### config.mk
export PLATFORM = sky130hd
export DESIGN_NAME = apu_req_issuer
export DESIGN_NICKNAME = d
export VERILOG_FILES = /design/src/rtl/apu_req_issuer.sv
export SDC_FILE = /design/constraint.sdc
export NUM_CORES = 1
export LEC_CHECK = 0
export BUFFER_PORTS_ARGS = -buffer_cell sky130_fd_sc_hd__clkbuf_2
export CAP_MARGIN = 10
export CORE_MARGIN = 1.5
export CORE_UTILIZATION = 50
export DETAILED_ROUTE_END_ITERATION = 12
export PLACE_DENSITY = 0.86
export RECOVER_POWER = 25
export SYNTH_ARGS = -nofsm -noshare
export SYNTH_HDL_FRONTEND = slang
export SYNTH_SLANG_ARGS = --single-unit
### constraint.sdc
create_clock -name clk -period 5.55 [get_ports clk]
set_input_delay 1.665 -clock clk [delete_from_list [all_inputs] [get_ports clk]]
set_output_delay 1.665 -clock clk [all_outputs]
set_load 0.02 [all_outputs]
### src/rtl/apu_req_issuer.sv
// rtl/apu_req_issuer.sv - core-side APU initiator with credit-bounded response FIFO
//
// Purpose: accepts FP operations from the core, issues them as APU requests
// (req/gnt with ID tag), collects APU responses into a registered FIFO and
// returns them to the core. A credit counter (cnt) limits granted-but-unpopped
// operations so every legal response always has FIFO space.
//
// Ports:
//   clk, rst                   clock, asynchronous active-high reset
//   op_*_i / op_ready_o        core operation port (valid/ready)
//   apu_req_o / apu_gnt_i      APU request handshake
//   apu_ID_o, apu_operands_o,
//   apu_op_o, apu_flags_o      registered request payload and tag
//   apu_rready_o               always 1
//   apu_r*_i                   APU response (valid, data, flags, ID)
//   res_*                      response FIFO head to the core (valid/ready)
//   credits_used_o             ops granted but not yet popped by the core
//   resp_err_o                 sticky: response arrived with nothing in flight
module apu_req_issuer #(
   parameter int ID_WIDTH        = 9,
   parameter int NB_ARGS         = 2,
   parameter int OPCODE_WIDTH    = 6,
   parameter int DATA_WIDTH      = 32,
   parameter int FLAGS_IN_WIDTH  = 15,
   parameter int FLAGS_OUT_WIDTH = 5,
   parameter int MAX_OUTSTANDING = 4,
   localparam int CW             = $clog2(MAX_OUTSTANDING + 1)
) (
   input  logic                          clk,
   input  logic                          rst,
   input  logic                          op_valid_i,
   output logic                          op_ready_o,
   input  logic [NB_ARGS*DATA_WIDTH-1:0] op_operands_i,
   input  logic [OPCODE_WIDTH-1:0]       op_op_i,
   input  logic [FLAGS_IN_WIDTH-1:0]     op_flags_i,
   output logic                          apu_req_o,
   input  logic                          apu_gnt_i,
   output logic [ID_WIDTH-1:0]           apu_ID_o,
   output logic [NB_ARGS*DATA_WIDTH-1:0] apu_operands_o,
   output logic [OPCODE_WIDTH-1:0]       apu_op_o,
   output logic [FLAGS_IN_WIDTH-1:0]     apu_flags_o,
   output logic                          apu_rready_o,
   input  logic                          apu_rvalid_i,
   input  logic [DATA_WIDTH-1:0]         apu_rdata_i,
   input  logic [FLAGS_OUT_WIDTH-1:0]    apu_rflags_i,
   input  logic [ID_WIDTH-1:0]           apu_rID_i,
   output logic                          res_valid_o,
   input  logic                          res_ready_i,
   output logic [DATA_WIDTH-1:0]         res_data_o,
   output logic [FLAGS_OUT_WIDTH-1:0]    res_flags_o,
   output logic [ID_WIDTH-1:0]           res_id_o,
   output logic [CW-1:0]                 credits_used_o,
   output logic                          resp_err_o
);

   localparam int PW = $clog2(MAX_OUTSTANDING);
   localparam logic [CW:0] MAX_C = (CW+1)'(MAX_OUTSTANDING);

   typedef enum logic {IDLE = 1'b0, REQ = 1'b1} state_t;

   state_t                          state_q, state_d;
   logic [CW-1:0]                   cnt_q, cnt_d;
   logic [CW-1:0]                   fcnt_q, fcnt_d;
   logic [ID_WIDTH-1:0]             idc_q;
   logic [ID_WIDTH-1:0]             id_q;
   logic [NB_ARGS*DATA_WIDTH-1:0]   ops_q;
   logic [OPCODE_WIDTH-1:0]         op_q;
   logic [FLAGS_IN_WIDTH-1:0]       flags_q;
   logic                            err_q;
   logic [PW-1:0]                   wptr_q, rptr_q;
   logic [DATA_WIDTH-1:0]           mem_data  [MAX_OUTSTANDING];
   logic [FLAGS_OUT_WIDTH-1:0]      mem_flags [MAX_OUTSTANDING];
   logic [ID_WIDTH-1:0]             mem_id    [MAX_OUTSTANDING];

   logic        pend;
   logic [CW:0] committed;
   logic        accept, grant, pop, push, push_err;

   assign pend = (state_q == REQ);

   // Credits count both granted ops and the one sitting in the request
   // register, so a response slot is reserved before the op is even issued.
   assign committed  = {1'b0, cnt_q} + {{CW{1'b0}}, pend};
   assign op_ready_o = !rst && (!pend || apu_gnt_i) && (committed < MAX_C);

   assign accept   = op_valid_i && op_ready_o;
   assign grant    = pend && apu_gnt_i;
   assign res_valid_o = (fcnt_q != '0);
   assign pop      = res_valid_o && res_ready_i;
   // fcnt < cnt means some granted op still owes a response; this also
   // rules out any push into a full FIFO.
   assign push     = apu_rvalid_i && (fcnt_q < cnt_q);
   assign push_err = apu_rvalid_i && !(fcnt_q < cnt_q);

   always_ff @(posedge clk or posedge rst) begin
      if (rst) state_q <= IDLE;
      else     state_q <= state_d;
   end

   always_comb begin
      state_d   = state_q;
      apu_req_o = 1'b0;
      case (state_q)
         IDLE: begin
            if (accept) state_d = REQ;
         end
         REQ: begin
            apu_req_o = 1'b1;
            // A grant with a same-cycle accept keeps REQ with fresh payload.
            if (!accept && apu_gnt_i) state_d = IDLE;
         end
         default: state_d = IDLE;
      endcase
   end

   always_comb begin
      cnt_d = cnt_q;
      case ({grant, pop})
         2'b10:   cnt_d = cnt_q + CW'(1);
         2'b01:   cnt_d = cnt_q - CW'(1);
         default: cnt_d = cnt_q;
      endcase
      fcnt_d = fcnt_q;
      case ({push, pop})
         2'b10:   fcnt_d = fcnt_q + CW'(1);
         2'b01:   fcnt_d = fcnt_q - CW'(1);
         default: fcnt_d = fcnt_q;
      endcase
   end

   always_ff @(posedge clk or posedge rst) begin
      if (rst) begin
         cnt_q   <= '0;
         fcnt_q  <= '0;
         idc_q   <= '0;
         id_q    <= '0;
         ops_q   <= '0;
         op_q    <= '0;
         flags_q <= '0;
         err_q   <= 1'b0;
         wptr_q  <= '0;
         rptr_q  <= '0;
      end else begin
         cnt_q  <= cnt_d;
         fcnt_q <= fcnt_d;
         if (accept) begin
            ops_q   <= op_operands_i;
            op_q    <= op_op_i;
            flags_q <= op_flags_i;
            id_q    <= idc_q;
            idc_q   <= idc_q + ID_WIDTH'(1);
         end
         if (push_err) err_q  <= 1'b1;
         if (push)     wptr_q <= wptr_q + PW'(1);
         if (pop)      rptr_q <= rptr_q + PW'(1);
      end
   end

   // Storage needs no reset: the head is masked while the FIFO is empty.
   always_ff @(posedge clk) begin
      if (push) begin
         mem_data[wptr_q]  <= apu_rdata_i;
         mem_flags[wptr_q] <= apu_rflags_i;
         mem_id[wptr_q]    <= apu_rID_i;
      end
   end

   assign apu_ID_o       = id_q;
   assign apu_operands_o = ops_q;
   assign apu_op_o       = op_q;
   assign apu_flags_o    = flags_q;
   assign apu_rready_o   = 1'b1;
   assign res_data_o     = res_valid_o ? mem_data[rptr_q]  : '0;
   assign res_flags_o    = res_valid_o ? mem_flags[rptr_q] : '0;
   assign res_id_o       = res_valid_o ? mem_id[rptr_q]    : '0;
   assign credits_used_o = cnt_q;
   assign resp_err_o     = err_q;

endmodule
Yosys cells after proc, flatten, opt, wreduce, memory -nomap -nowiden
Memories as Yosys holds them, arrays and structs flattened.
Cells that the tools add are included.
{"block": "classes", "reduce_logical": 16, "n_eq_ne": 4, "magnitude_cmp": 2, "muxes": 11, "add_sub_neg": 8, "bitwise_logic": 1}
{"operator": "two-way mux 32 bit", "n": 1}
{"operator": "case mux 3 bit (2 select lines)", "n": 2}
{"operator": "adder 9 x 1 -> 9 bit (second input constant)", "n": 1}
{"operator": "two-way mux 9 bit", "n": 1}
{"operator": "logical AND 1 bit", "n": 8}
{"operator": "adder 3 x 1 -> 3 bit (second input constant)", "n": 2}
{"operator": "subtractor 3 x 1 -> 3 bit (second input constant)", "n": 2}
{"operator": "two-way mux 1 bit", "n": 5}
{"operator": "two-way mux 5 bit", "n": 1}
{"operator": "adder 2 x 1 -> 2 bit (second input constant)", "n": 2}
{"operator": "adder 3 x 1 -> 4 bit", "n": 1}
{"operator": "== test 2 x 1 -> 1 bit (second input constant)", "n": 2}
{"operator": "== test 2 bit (second input constant)", "n": 2}
{"operator": "zero test 1 bit", "n": 4}
{"operator": "< comparator 4 x 3 -> 1 bit (second input constant)", "n": 1}
{"operator": "nonzero test 2 bit", "n": 2}
{"operator": "< comparator 3 bit", "n": 1}
{"operator": "nonzero test 3 bit", "n": 1}
{"operator": "case mux 1 bit (2 select lines)", "n": 1}
{"operator": "logical OR 1 bit", "n": 1}
{"operator": "inverter 1 bit", "n": 1}
{"block": "totals", "reg_bits": 115, "elab_cells": 56, "output_inout_bits": 148, "n_memories": 3, "mem_bits_rw": 184}
{"memory": "mem_data", "depth": 4, "width": 32, "read_ports": 1, "rd_clocked_by_memory_dff": 0, "write_ports": 1, "line_no": "71", "source": "logic [DATA_WIDTH-1:0] mem_data [MAX_OUTSTANDING];"}
{"memory": "mem_id", "depth": 4, "width": 9, "read_ports": 1, "rd_clocked_by_memory_dff": 0, "write_ports": 1, "line_no": "73", "source": "logic [ID_WIDTH-1:0] mem_id [MAX_OUTSTANDING];"}
{"memory": "mem_flags", "depth": 4, "width": 5, "read_ports": 1, "rd_clocked_by_memory_dff": 0, "write_ports": 1, "line_no": "72", "source": "logic [FLAGS_OUT_WIDTH-1:0] mem_flags [MAX_OUTSTANDING];"}

Longest topological paths before layout
Gate-level depths: netlist of run 1.
{"block": "logic_depth", "ltp_word": 9, "depth_mapped": 10, "ltp_nobuf": 10}

Least setup slack after synthesis of run 1
Ideal clock, no wire load.
{"block": "synth_path", "path_kind": "input port to flip-flop", "from": "in apu_rvalid_i", "to": "mem mem_data[0][0] (enable)", "required_ns": 5.100, "cell_stages": 2, "slack_ns": 1.257, "t_arrival_ns": 3.843, "setup_time_ns": 0.450, "cell_sequence": "nand3_1 -> nor2_1"}
{"block": "synth_via", "elab_chain_len": 3}
{"item": "start: declaration", "line_no": "43", "source": "input logic apu_rvalid_i,"}
{"item": "logical AND 1 bit", "line_no": "92", "source": "assign push = apu_rvalid_i && (fcnt_q < cnt_q);"}
{"item": "two-way mux 1 bit", "line_no": "161", "source": "if (push) begin"}
{"item": "two-way mux 1 bit (implied by the code)", "line_no": "162", "source": "mem_data[wptr_q] <= apu_rdata_i;"}
{"item": "end: declaration", "line_no": "71"}
No other way between the ends.

Worst setup path in the final report of run 1
{"block": "layout_path", "from": "reg fcnt_q[0]", "to": "out res_data_o[7]"}
{"block": "layout_via", "elab_chain_len": 2}
{"item": "start: declaration", "line_no": "63", "source": "logic [CW-1:0] fcnt_q, fcnt_d;"}
{"item": "start signal: assignment", "line_no": "145", "source": "fcnt_q <= fcnt_d;"}
{"item": "nonzero test 3 bit", "line_no": "88", "source": "assign res_valid_o = (fcnt_q != '0);"}
{"item": "two-way mux 32 bit", "line_no": "173", "source": "assign res_data_o = res_valid_o ? mem_data[rptr_q] : '0;"}
{"item": "end: declaration", "line_no": "49", "source": "output logic [DATA_WIDTH-1:0] res_data_o,"}
No other way between the ends.

==> results.md, run 1 <==
* Part of the cycle the worst path needs at 84.0%
* Initial antenna violation count at 1
* Post-synthesis async set-or-reset flop share at just under 40%
* Area added between synthesis and finish at 23.3%
* Footprint of the multi-input gates at 0.00307 mm2
* Die H at 156 um
* Total of fill cells in the finished design at between 1500 and 2000
* Number of buffers between clock root and the deepest sink at 3
* Transition time at the pin with the least slew margin at 1.90 ns
* Vias in the first global route at a little under 7000
* Startpoint-to-endpoint class of the critical path: reg -> out
* Time the final worst path needs with I/O delays and setup at 4.66 ns
* Synth Instances at a little under 600
* Slew margin rel. at -26.4%
* Die outline area at 0.0243 mm2
* Detailed router's first-iteration violation count at 283
* Post-CTS resize count at 0
* Worst r2r path cells at 9
* Net count reported at finish at 1042
* Post-synth net total at 741
* Total of buffers placed on input and output ports at between 200 and 300
* Max-cap violation count at 1
* CP arrival at 3.00 ns
* Fraction of met2 tracks used by global routing at between 30% and 40%
* Dominant synthesized flop cell: sky130_fd_sc_hd__edfxtp_1
* Routed wire length at 23900 um
* Floorplan Core Area at 0.0228 mm2
* Number of clock buffers inserted by TritonCTS at 30
* Top cell type by total area after synthesis: sky130_fd_sc_hd__edfxtp_1
* Power consumption at 8830 uW
* Fin. max-slew vios at 49
* CP Capture Type: output port
* Global-route layer with the greatest usage: met2
* Post-Route Skew at 0.0129 ns
* Most common cell in the netlist: sky130_fd_sc_hd__edfxtp_1
* Maximum number of pins on one net before global-route repair at 85
* Gr ovfl total at 0
* Maximum clock frequency at 0.214 GHz
* Post-synth top area share at 47.3%
* Final Wtd Congestion at 0.789
* Setup repair after global routing missed its margin: false
* Clock transition at the registers of the reported paths at roughly 0.060 ns
* Global-route wire length before repair at 37200 um
* Hold-fix buffer count after cts at 0
* Global routing met1 resource utilization at 23.8%
* Standard-cell row count at 55
* Maximum fanout along the worst path at 48
* Sequence of cells on the critical path: or3_1 -> clkbuf_1 -> and2_1 -> clkbuf_2
* Average wire per standard cell at slightly below 20 um
* Cell family with the largest share of critical-path delay: buffers and inverters
* CTS sink count at between 200 and 300
* Maximum vdd ir drop at 390 uV
* Initial standard-cell utilization of the core at 51.2%
* Pwr per Cell Area at 613 mW/mm2
* Vias per Instance at 5.16
* Netlist area before placement at ~0.012 mm2
* CTS tree: yes
* Required arrival time at the worst endpoint at just under 4 ns
* Number of failing hold endpoints at the final stage at 0
* Number of warnings issued by yosys at 0
* Synthesized flop and latch total at 299
* Post-CTS Repair Setup Buffers at 0
* Status: complete, but fails checks
* Count of flip-flops with a built-in enable after synthesis at approximately 180
* Main area contributors after synthesis: sky130_fd_sc_hd__edfxtp_1, sky130_fd_sc_hd__dfrtp_1, sky130_fd_sc_hd__mux4_2
* Accumulated negative setup slack at 0 ns
* Levels on crit path at 4
* Number of distinct library cells after synthesis at 34
* I/O pin count at roughly 290
* Critical Path Max Stage Delay at 1.35 ns
* Global-route usage over all layers at 19.9%
* Critical Path Start Type: register
* Buf+Inv Stages, Crit Path at 2
* Slowest cell on the critical path: sky130_fd_sc_hd__clkbuf_1
* Hold crit path type: reg -> reg
* Static leakage power at 0.00595 uW
* Fraction of final layout cells with drive strength greater than 1 at 48.6%
* Die X-Extent at 156 um
* Clock network latency to the later pin of the worst-skew pair at 0.54 ns
* Leading post-synthesis cells by instance count: sky130_fd_sc_hd__edfxtp_1, sky130_fd_sc_hd__dfrtp_1, sky130_fd_sc_hd__mux2_2, sky130_fd_sc_hd__and2_1, sky130_fd_sc_hd__mux4_2
* Via total after detailed routing at roughly 6300
* Failing checks: max-capacitance violations, max-slew violations
* Sequential cell area at around 0.0084 mm2
* Root buffer selected by CTS: sky130_fd_sc_hd__clkbuf_16
* Sequential area share after synthesis at 72.0%
* Detailed-placement wirelength estimate at approximately 16000 um
* Cell count of the worst hold path at 1
* Number of nets with antenna violations after routing at 0
* Per-instance average area after synthesis at 19.7 um2
* Setup Viol. Count Final at 0
* Number of optimization iterations in the first detailed-route pass at 5
* # DRC at 0
* GR Layer Usage met3 at 5.89%
* Maximum level of the CTS H-tree at 1
[layout make-up]
cell class	count	share of cell area (%)
clock buffer	36	5.52
timing repair buffer	295	10.0
tap	313	2.72
antenna	1	0.0174
multi-input combinational	253	21.3
sequential	299	58.4
clock inverter	19	1.52
inverter	15	0.409
[metrics by stage]
stage	hold slack (ns)	util, %	cell area, um2	instances	worst slack, ns
finish	0.454	63.2	14400	1231	0.888
global route	0.488	63.2	14400	1230	0.622
CTS	0.460	63.4	14400	1230	1.22
detailed placement	0.446	59.0	13400	1175	1.57
global placement	0.441	59.0	13400	1175	1.59
floorplan	0.438	-	11700	593	0.841
[worst reg2reg max path, stage by stage (launching register included)]
cell,delay [ns]
sky130_fd_sc_hd__dfrtp_1,0.41
sky130_fd_sc_hd__or3_1,0.15
sky130_fd_sc_hd__clkbuf_1,1.35
sky130_fd_sc_hd__and2_1,0.42
sky130_fd_sc_hd__ha_1,0.24
sky130_fd_sc_hd__inv_1,0.07
sky130_fd_sc_hd__fa_1,0.37
sky130_fd_sc_hd__xor2_1,0.15
sky130_fd_sc_hd__nor2_1,0.11
sky130_fd_sc_hd__xor2_1,0.18
[power breakdown]
part | leakage [uW] | switching, uW | internal [uW]
sequential | 0.00306 | 454 | 3090
combinational | 0.00240 | 1810 | 1420
clock | 0.000490 | 811 | 1250
total | 0.00595 | 3080 | 5750
[final timing paths]
path / end / from / slack, ns
max: res_data_o[7] / fcnt_q[0]$_DFFE_PP0P_ / 0.89
min: resp_err_o$_DFFE_PP0P_ / resp_err_o$_DFFE_PP0P_ / 0.45
max reg2reg: fcnt_q[2]$_DFFE_PP0P_ / fcnt_q[0]$_DFFE_PP0P_ / 2.03
min reg2reg: resp_err_o$_DFFE_PP0P_ / resp_err_o$_DFFE_PP0P_ / 0.45
max in group asynchronous: apu_operands_o[15]$_DFFE_PP0P_ / rst / 3.14
min in group asynchronous: credits_used_o[0]$_DFFE_PP0P_ / rst / 1.40
[metal layers]
layer  vias to the layer above  part of all wire, %
li1                       2834                    -
met1                      3202                   37
met2                       263                   51
met3                        47                  8.7
met4                         0                  2.7
met5                         -                    0
[registers in the layout, indices dropped and copies added, names as in the netlist, 3 cells and up]
name            flops
mem_flags          20
idc_q               9
credits_used_o      3
apu_ID_o            9
apu_flags_o        15
apu_operands_o     64
mem_id             36
apu_op_o            6
mem_data          128
fcnt_q              3
[cells in the final DEF (no fill, tap or decap), types with 3 or more instances in the layout]
cell / synthesis / routed
sky130_fd_sc_hd__nor2_4: 1 / 5
sky130_fd_sc_hd__clkbuf_16: 0 / 31
sky130_fd_sc_hd__mux2_2: 66 / 66
sky130_fd_sc_hd__nand2_1: 8 / 8
sky130_fd_sc_hd__mux4_2: 46 / 46
sky130_fd_sc_hd__xnor2_1: 7 / 7
sky130_fd_sc_hd__edfxtp_1: 184 / 184
sky130_fd_sc_hd__buf_4: 2 / 11
sky130_fd_sc_hd__and2_1: 47 / 47
sky130_fd_sc_hd__dfrtp_1: 115 / 113
sky130_fd_sc_hd__ha_1: 9 / 9
sky130_fd_sc_hd__xor2_1: 10 / 10
sky130_fd_sc_hd__clkinv_2: 0 / 3
sky130_fd_sc_hd__clkbuf_2: 0 / 237
sky130_fd_sc_hd__clkbuf_1: 6 / 52
sky130_fd_sc_hd__nor2_1: 8 / 4
sky130_fd_sc_hd__inv_1: 14 / 13
sky130_fd_sc_hd__bufinv_16: 0 / 5
sky130_fd_sc_hd__clkinv_1: 0 / 7
sky130_fd_sc_hd__mux2_4: 30 / 30
[cells by family (layout without fill, tap and decap cells)]
group                      Yosys count  after routing  share of synthesized area, %
AOI/OAI and AO/OA                    3              3                         0.172
xor gates and xnor gates            17             17                          1.28
adders and majority gates           11             11                          1.31
buffers and inverters               41            365                          1.99
DFF                                299            299                          72.0
muxes                              144            144                          19.3
other                                1              2                        0.0321
and+or+nand+nor                     77             77                          3.93
Power figures use the tool's default switching activity.
==> run 2, diff against run 1 <==
Settings changed: CORE_UTILIZATION 50 to 48, PLACE_DENSITY 0.86 to 0.87.
Clock period 5.55 ns to 3.8 ns, I/O delays scaled along.
==> run 2 against run 1 <==
- the run still ends with max-capacitance violations, max-slew violations left
- sequential power is 42% higher
- register-to-register slack worse by 0.87 ns
- total power is 44% higher
- largest power group unchanged
- clock skew hardly changed
- critical path type unchanged
- critical endpoint is now res_data_o[24]
- largest cell class unchanged
==> results.md, run 2 (synthesized netlist as in run 1, its figures left out) <==
* CTS sink count at 299 (unchanged)
* Worst r2r path cells at 10 (+1)
* Flip-flop count of the largest register after layout at 128 (unchanged)
* Detailed router's first-iteration violation count at 346 (+22%)
* Vias per Instance at 5.15 (-0.11%)
* Total of fill cells in the finished design at 1748 (+8.1%)
* Total of buffers placed on input and output ports at 283 (unchanged)
* CTS tree: yes
* Setup slack, reg-to-reg at 1.16 ns (-0.87 ns)
* Detailed-placement wirelength estimate at 16300 um (+0.77%)
* # DRC at 0 (unchanged)
* Total instance count after detailed placement at 1183 (+0.68%)
* Vias in the first global route at 6884 (-0.43%)
* Post-Route Skew at 0.0125 ns (-0.000321 ns)
* Hold crit path type: reg -> reg
* Die H at 159 um (+2.0%)
* Final Wtd Congestion at 0.772 (-2.1%)
* Routed wire length at 24100 um (+0.82%)
* Fraction of final layout cells with drive strength greater than 1 at 48.0% (-0.59 points)
* Max-cap violation count at 1 (unchanged)
* Number of failing hold endpoints at the final stage at 0 (unchanged)
* Finished Layout Cells at 1239 (+0.65%)
* Levels on crit path at 4 (unchanged)
* Antenna fix cells at 0 (-1)
* Failing checks: max-capacitance violations, max-slew violations
* Initial antenna violation count at 0 (-1)
* Post-CTS Repair Setup Buffers at 0 (unchanged)
* Root buffer selected by CTS: sky130_fd_sc_hd__clkbuf_16
* Accumulated negative setup slack at 0 ns (unchanged)
* Setup repair after global routing missed its margin: false
* Global-route usage over all layers at 19.4% (-0.44 points)
* Register bank with the most flops: mem_data
* Number of optimization iterations in the first detailed-route pass at 4 (-1)
* Fin. max-slew vios at 74 (+51%)
* Global-route wire length before repair at 38300 um (+2.9%)
* CP arrival at 2.36 ns (-0.64 ns)
* Sequence of cells on the critical path: buf_4 -> mux4_2 -> and2_1 -> clkbuf_2
* Net count reported at finish at 1044 (+0.19%)
* R2r endpoint: fcnt_q[2]$_DFFE_PP0P_
* Maximum vdd ir drop at 607 uV (+56%)
* Maximum fanout along the worst path at 15 (-69%)
* Via total after detailed routing at 6380 (+0.54%)
* Maximum clock frequency at approximately 0.29 GHz
* Die outline area at 0.0253 mm2 (+4.1%)
* Most frequent standard cell in the layout excluding fill and tap cells: sky130_fd_sc_hd__clkbuf_2
* Critical Path Start Type: register
* Post-CTS resize count at 0 (unchanged)
* Most frequent cells in the layout: sky130_fd_sc_hd__clkbuf_2, sky130_fd_sc_hd__edfxtp_1, sky130_fd_sc_hd__dfrtp_1
* Crit Reg-Reg Startpoint: credits_used_o[2]$_DFFE_PP0P_
* Standard-cell row count at 56 (+1.8%)
* Number of nets with antenna violations after routing at 0 (unchanged)
* Required arrival time at the worst endpoint at 2.66 ns (-1.22 ns)
* Part of the cycle the worst path needs at 92.0%
* Time the final worst path needs with I/O delays and setup at 3.50 ns
* Status: complete, but fails checks
* Slowest cell on the critical path: sky130_fd_sc_hd__dfrtp_4
* Area added between synthesis and finish at 23.3% (unchanged)
* Maximum level of the CTS H-tree at 1 (unchanged)
* Cell family with the largest share of critical-path delay: flip-flops
* Origin of the worst setup path: rptr_q[0]$_DFFE_PP0P_
* Average wire per standard cell at 19.4 um (+0.17%)
* Initial standard-cell utilization of the core at 49.3% (-2.0 points)
* Number of buffers between clock root and the deepest sink at 3 (unchanged)
* Static leakage power at 0.00593 uW (-0.32%)
* Transition time at the pin with the least slew margin at 1.78 ns (-0.113 ns)
* Pwr per Cell Area at 883 mW/mm2 (+44%)
* I/O pin count at 285 (unchanged)
* Slew margin rel. at -18.8% (+7.6 points)
* Critical Path Max Stage Delay at 0.61 ns (-0.74 ns)
* Hold-fix buffer count after cts at 0 (unchanged)
* Clock network latency to the later pin of the worst-skew pair at 0.54 ns (about the same)
* Gr ovfl total at 0 (unchanged)
* Number of clock buffers inserted by TritonCTS at 30 (unchanged)
* Crit path capture: res_data_o[24]
* Startpoint-to-endpoint class of the critical path: reg -> out
* Power consumption at 12700 uW (+44%)
* Clock transition at the registers of the reported paths at 0.06 ns (about the same)
* Maximum number of pins on one net before global-route repair at 74 (-13%)
* Floorplan Core Area at 0.0237 mm2 (+4.0%)
* Setup Viol. Count Final at 0 (unchanged)
* CP Capture Type: output port
* Layout Utilization at 60.8% (-2.4 points)
* Die X-Extent at 159 um (+2.0%)
* Buf+Inv Stages, Crit Path at 2 (unchanged)
==> run 2: changes by cell type in the layout (fill, tap and decap cells not counted), sizes merged <==
| cell | previous run | this run |
|---|---|---|
| bufinv | 5 | 2 |
| inv | 15 | 14 |
| buf | 11 | 13 |
| diode | 1 | 0 |
| clkbuf | 320 | 324 |
| clkinvlp | 2 | 3 |
==> run 2: how the worst min path moves through the flow <==
stage / startpoint / to / slack, ns / depth (start not counted)
after global routing: idc_q[8]$_DFFE_PP0P_ / idc_q[8]$_DFFE_PP0P_ / 0.50 / 1
after floorplan: idc_q[8]$_DFFE_PP0P_ / idc_q[8]$_DFFE_PP0P_ / 0.44 / 1
after global placement: resp_err_o$_DFFE_PP0P_ / resp_err_o$_DFFE_PP0P_ / 0.45 / 1
final: resp_err_o$_DFFE_PP0P_ / resp_err_o$_DFFE_PP0P_ / 0.46 / 1
after CTS: resp_err_o$_DFFE_PP0P_ / resp_err_o$_DFFE_PP0P_ / 0.47 / 1
after detailed placement: resp_err_o$_DFFE_PP0P_ / resp_err_o$_DFFE_PP0P_ / 0.46 / 1
==> run 2: metal layers <==
| metal | up-vias | wire, um | part of all wire (%) | GRT usage, % |
|---|---|---|---|---|
| met3 | 37 | 1880 | 7.8 | 4.60 |
| li1 | 2843 | - | - | - |
| met5 | - | 0 | 0 | 0 |
| met2 | 273 | 12400 | 51 | 33.8 |
| met4 | 0 | 492 | 2.0 | 5.23 |
| met1 | 3227 | 9330 | 39 | 24.5 |
==> run 2: worst register-to-register path: cells and delay by family (launching register included) <==
| family | cells | cell delay [ns] |
|---|---|---|
| buffers and inverters | 2 | 0.15 |
| AOI/OAI and AO/OA | 1 | 0.12 |
| adders and majority gates | 3 | 0.98 |
| and+or+nand+nor | 2 | 0.60 |
| DFF | 1 | 0.42 |
| xor gates and xnor gates | 2 | 0.30 |
==> run 2: where the power goes <==
| part | internal, uW | leakage (uW) | total, uW | switching (uW) |
|---|---|---|---|---|
| Sequential | 4520 | 0.00306 | 5040 | 520 |
| Combinational | 2120 | 0.00243 | 4900 | 2790 |
| Clock | 1620 | 0.000442 | 2770 | 1150 |
| Total | 8260 | 0.00593 | 12700 | 4460 |
==> run 2: layout make-up <==
cell class	instances	area [um2]	share of cell area, %
flip-flops and latches	299	8410	58.4
multi-input cells	253	3070	21.3
repair buffers	297	1520	10.6
clock buffers	40	810	5.63
well taps	319	399	2.77
clock inverters	16	121	0.843
inverters	15	57.6	0.400
==> run 2: per-stage QoR <==
step	cell area [um2]	hold WS, ns	worst slack [ns]
after floorplan	11700	0.438	0.0323
after global placement	13500	0.448	0.876
after detailed placement	13500	0.456	0.828
after CTS	14500	0.468	0.242
after global routing	14400	0.499	0.170
final	14400	0.462	0.305
==> run 3, diff against run 2 <==
Settings changed: PLACE_DENSITY 0.87 to 0.76.
==> run 3 against run 2 <==
- largest cell class unchanged
- final cell count grew 0.16%
- clock-buffer cell count shrank 3
- cell area grew 0.51%
- maximum frequency rose by 0.80%
- utilization grew 0.31 points
- die area stayed put
- clock power is 4% higher
- the flow now finishes without violations
- flip-flop and latch count stayed put
- first-iteration DRC count shrank 9.0%
==> results.md, run 3 (synthesized netlist as in run 1, its figures left out) <==
* Status: completed
* Clock network latency to the later pin of the worst-skew pair at 0.54 ns (about the same)
* Total of buffers placed on input and output ports at 283 (unchanged)
* Routed wire length at 23400 um (-2.6%)
* Sequence of cells on the critical path: buf_4 -> mux4_2 -> and2_1 -> clkbuf_2
* Detailed-placement wirelength estimate at 15900 um (-2.3%)
* Hold crit path type: reg -> reg
* Max-cap violation count at 0 (-1)
* Pre-CTS setup slack at 0.869 ns (+0.0404 ns)
* Accumulated negative setup slack at 0 ns (unchanged)
* Fraction of final layout cells with drive strength greater than 1 at 48.6% (+0.55 points)
* Worst r2r path cells at 10 (unchanged)
* I/O pin count at 285 (unchanged)
* Register bank with the most flops: mem_data
* Maximum number of pins on one net before global-route repair at 49 (-34%)
* Gr ovfl total at 0 (unchanged)
* Critical Path Start Type: register
* Final Wtd Congestion at 0.750 (-2.8%)
* Initial standard-cell utilization of the core at 49.3% (unchanged)
* CTS tree: yes
* Maximum vdd ir drop at 693 uV (+14%)
* CP Capture Type: output port
* Maximum fanout along the worst path at 17 (+2)
* Required arrival time at the worst endpoint at 2.66 ns (about the same)
* # DRC at 0 (unchanged)
* Static leakage power at 0.00597 uW (+0.74%)
* Area added between synthesis and finish at 23.9%
* Worst path setup slack after routing at 0.333 ns (+0.0278 ns)
* Standard-cell row count at 56 (unchanged)
* Number of clock buffers inserted by TritonCTS at 30 (unchanged)
* Startpoint-to-endpoint class of the critical path: reg -> out
* Post-CTS resize count at 0 (unchanged)
* Total of fill cells in the finished design at 1811 (+3.6%)
* Time the final worst path needs with I/O delays and setup at 3.47 ns (-0.0278 ns)
* Hold-fix buffer count after cts at 0 (unchanged)
* Die H at 159 um (unchanged)
* Antenna fix cells at 0 (unchanged)
* Maximum clock frequency at 0.288 GHz (+0.80%)
* Net count reported at finish at 1047 (+0.29%)
* Critical Path Max Stage Delay at 0.65 ns (+0.04 ns)
* Detailed router's first-iteration violation count at 315 (-9.0%)
* Part of the cycle the worst path needs at 91.2% (-0.73 points)
* Clock transition at the registers of the reported paths at 0.06 ns (about the same)
* Vias per Instance at 5.10 (-1.0%)
* Pwr per Cell Area at 884 mW/mm2 (about the same)
* Post-Route Skew at 0.00796 ns (-0.00459 ns)
* Setup Viol. Count Final at 0 (unchanged)
* Post-CTS Repair Setup Buffers at 0 (unchanged)
* Flip-flop count of the largest register after layout at 128 (unchanged)
* Setup repair after global routing missed its margin: false
* Slew margin rel. at 44.3% (+63 points)
* Number of buffers between clock root and the deepest sink at 3 (unchanged)
* Number of failing hold endpoints at the final stage at 0 (unchanged)
* Global-route usage over all layers at 18.7% (-0.75 points)
* CTS sink count at 299 (unchanged)
* CP arrival at 2.33 ns (-0.03 ns)
* Die outline area at 0.0253 mm2 (unchanged)
* Vias in the first global route at 6804 (-1.2%)
* Number of optimization iterations in the first detailed-route pass at 4 (unchanged)
* Fin. max-slew vios at 0 (-100%)
* Transition time at the pin with the least slew margin at 0.834 ns (-0.949 ns)
* Average wire per standard cell at 18.9 um (-2.8%)
* Number of nets with antenna violations after routing at 0 (unchanged)
* Global-route wire length before repair at 37200 um (-3.0%)
* Floorplan Core Area at 0.0237 mm2 (unchanged)
* Most frequent cells in the layout: sky130_fd_sc_hd__clkbuf_2, sky130_fd_sc_hd__edfxtp_1, sky130_fd_sc_hd__dfrtp_1
* Via total after detailed routing at 6324 (-0.88%)
* Maximum level of the CTS H-tree at 1 (unchanged)
* Slowest cell on the critical path: sky130_fd_sc_hd__dfrtp_4
* Cell count of the worst hold path at 1 (unchanged)
* Most frequent standard cell in the layout excluding fill and tap cells: sky130_fd_sc_hd__clkbuf_2
* Root buffer selected by CTS: sky130_fd_sc_hd__clkbuf_16
* Die X-Extent at 159 um (unchanged)
* Initial antenna violation count at 0 (unchanged)
run 3: worst max-delay path, delay by kind of cell, from the launching register on:
family | cells | cell delay, ns
flops | 1 | 0.65
mux | 1 | 0.52
simple gates | 1 | 0.19
buf+inv | 2 | 0.42
run 3: routing by layer:
layer	track usage [%]	vias to the layer above	wire length, um	share of wire (%)
li1	-	2830	-	-
met1	23.0	3215	9270	40
met2	32.0	243	11700	50
met3	5.80	36	1900	8.1
met4	4.97	0	527	2.3
met5	0	-	0	0
run 3: power by group:
| part | internal (uW) | switching [uW] |
|---|---|---|
| logic | 2130 | 2750 |
| registers | 4520 | 511 |
| clock network | 1690 | 1180 |
run 3: cell type report:
| class | instances | area [um2] | share of cell area [%] |
|---|---|---|---|
| flip-flops and latches | 299 | 8410 | 58.1 |
| multi-input cells | 253 | 3060 | 21.1 |
| repair buffers | 300 | 1570 | 10.9 |
| clock buffers | 37 | 798 | 5.52 |
| well taps | 319 | 399 | 2.76 |
| clock inverters | 18 | 168 | 1.16 |
| inverters | 15 | 60.1 | 0.415 |
run 3: path summary, 6_finish.rpt:
kind	from	to	slack [ns]
worst max-delay path	rptr_q[0]$_DFFE_PP0P_	res_data_o[16]	0.33
worst min-delay path	resp_err_o$_DFFE_PP0P_	resp_err_o$_DFFE_PP0P_	0.47
worst min register to register	resp_err_o$_DFFE_PP0P_	resp_err_o$_DFFE_PP0P_	0.47
worst max register to register	credits_used_o[2]$_DFFE_PP0P_	fcnt_q[2]$_DFFE_PP0P_	1.11
min in group asynchronous	rst	apu_operands_o[54]$_DFFE_PP0P_	0.82
max in group asynchronous	rst	apu_ID_o[8]$_DFFE_PP0P_	2.26
run 3: metrics by stage:
stage / cell area (um2) / util (%) / hold WS, ns / power, uW / cells
2_1_floorplan: 11700 / - / 0.438 / 8370 / 593
3_3_place_gp: 13600 / 57.3 / 0.444 / 9920 / 1186
3_5_place_dp: 13600 / 57.3 / 0.459 / 10000 / 1186
4_1_cts: 14500 / 61.4 / 0.469 / 13000 / 1241
5_1_grt: 14500 / 61.1 / 0.489 / 13400 / 1241
6_report: 14500 / 61.1 / 0.468 / 12800 / 1241
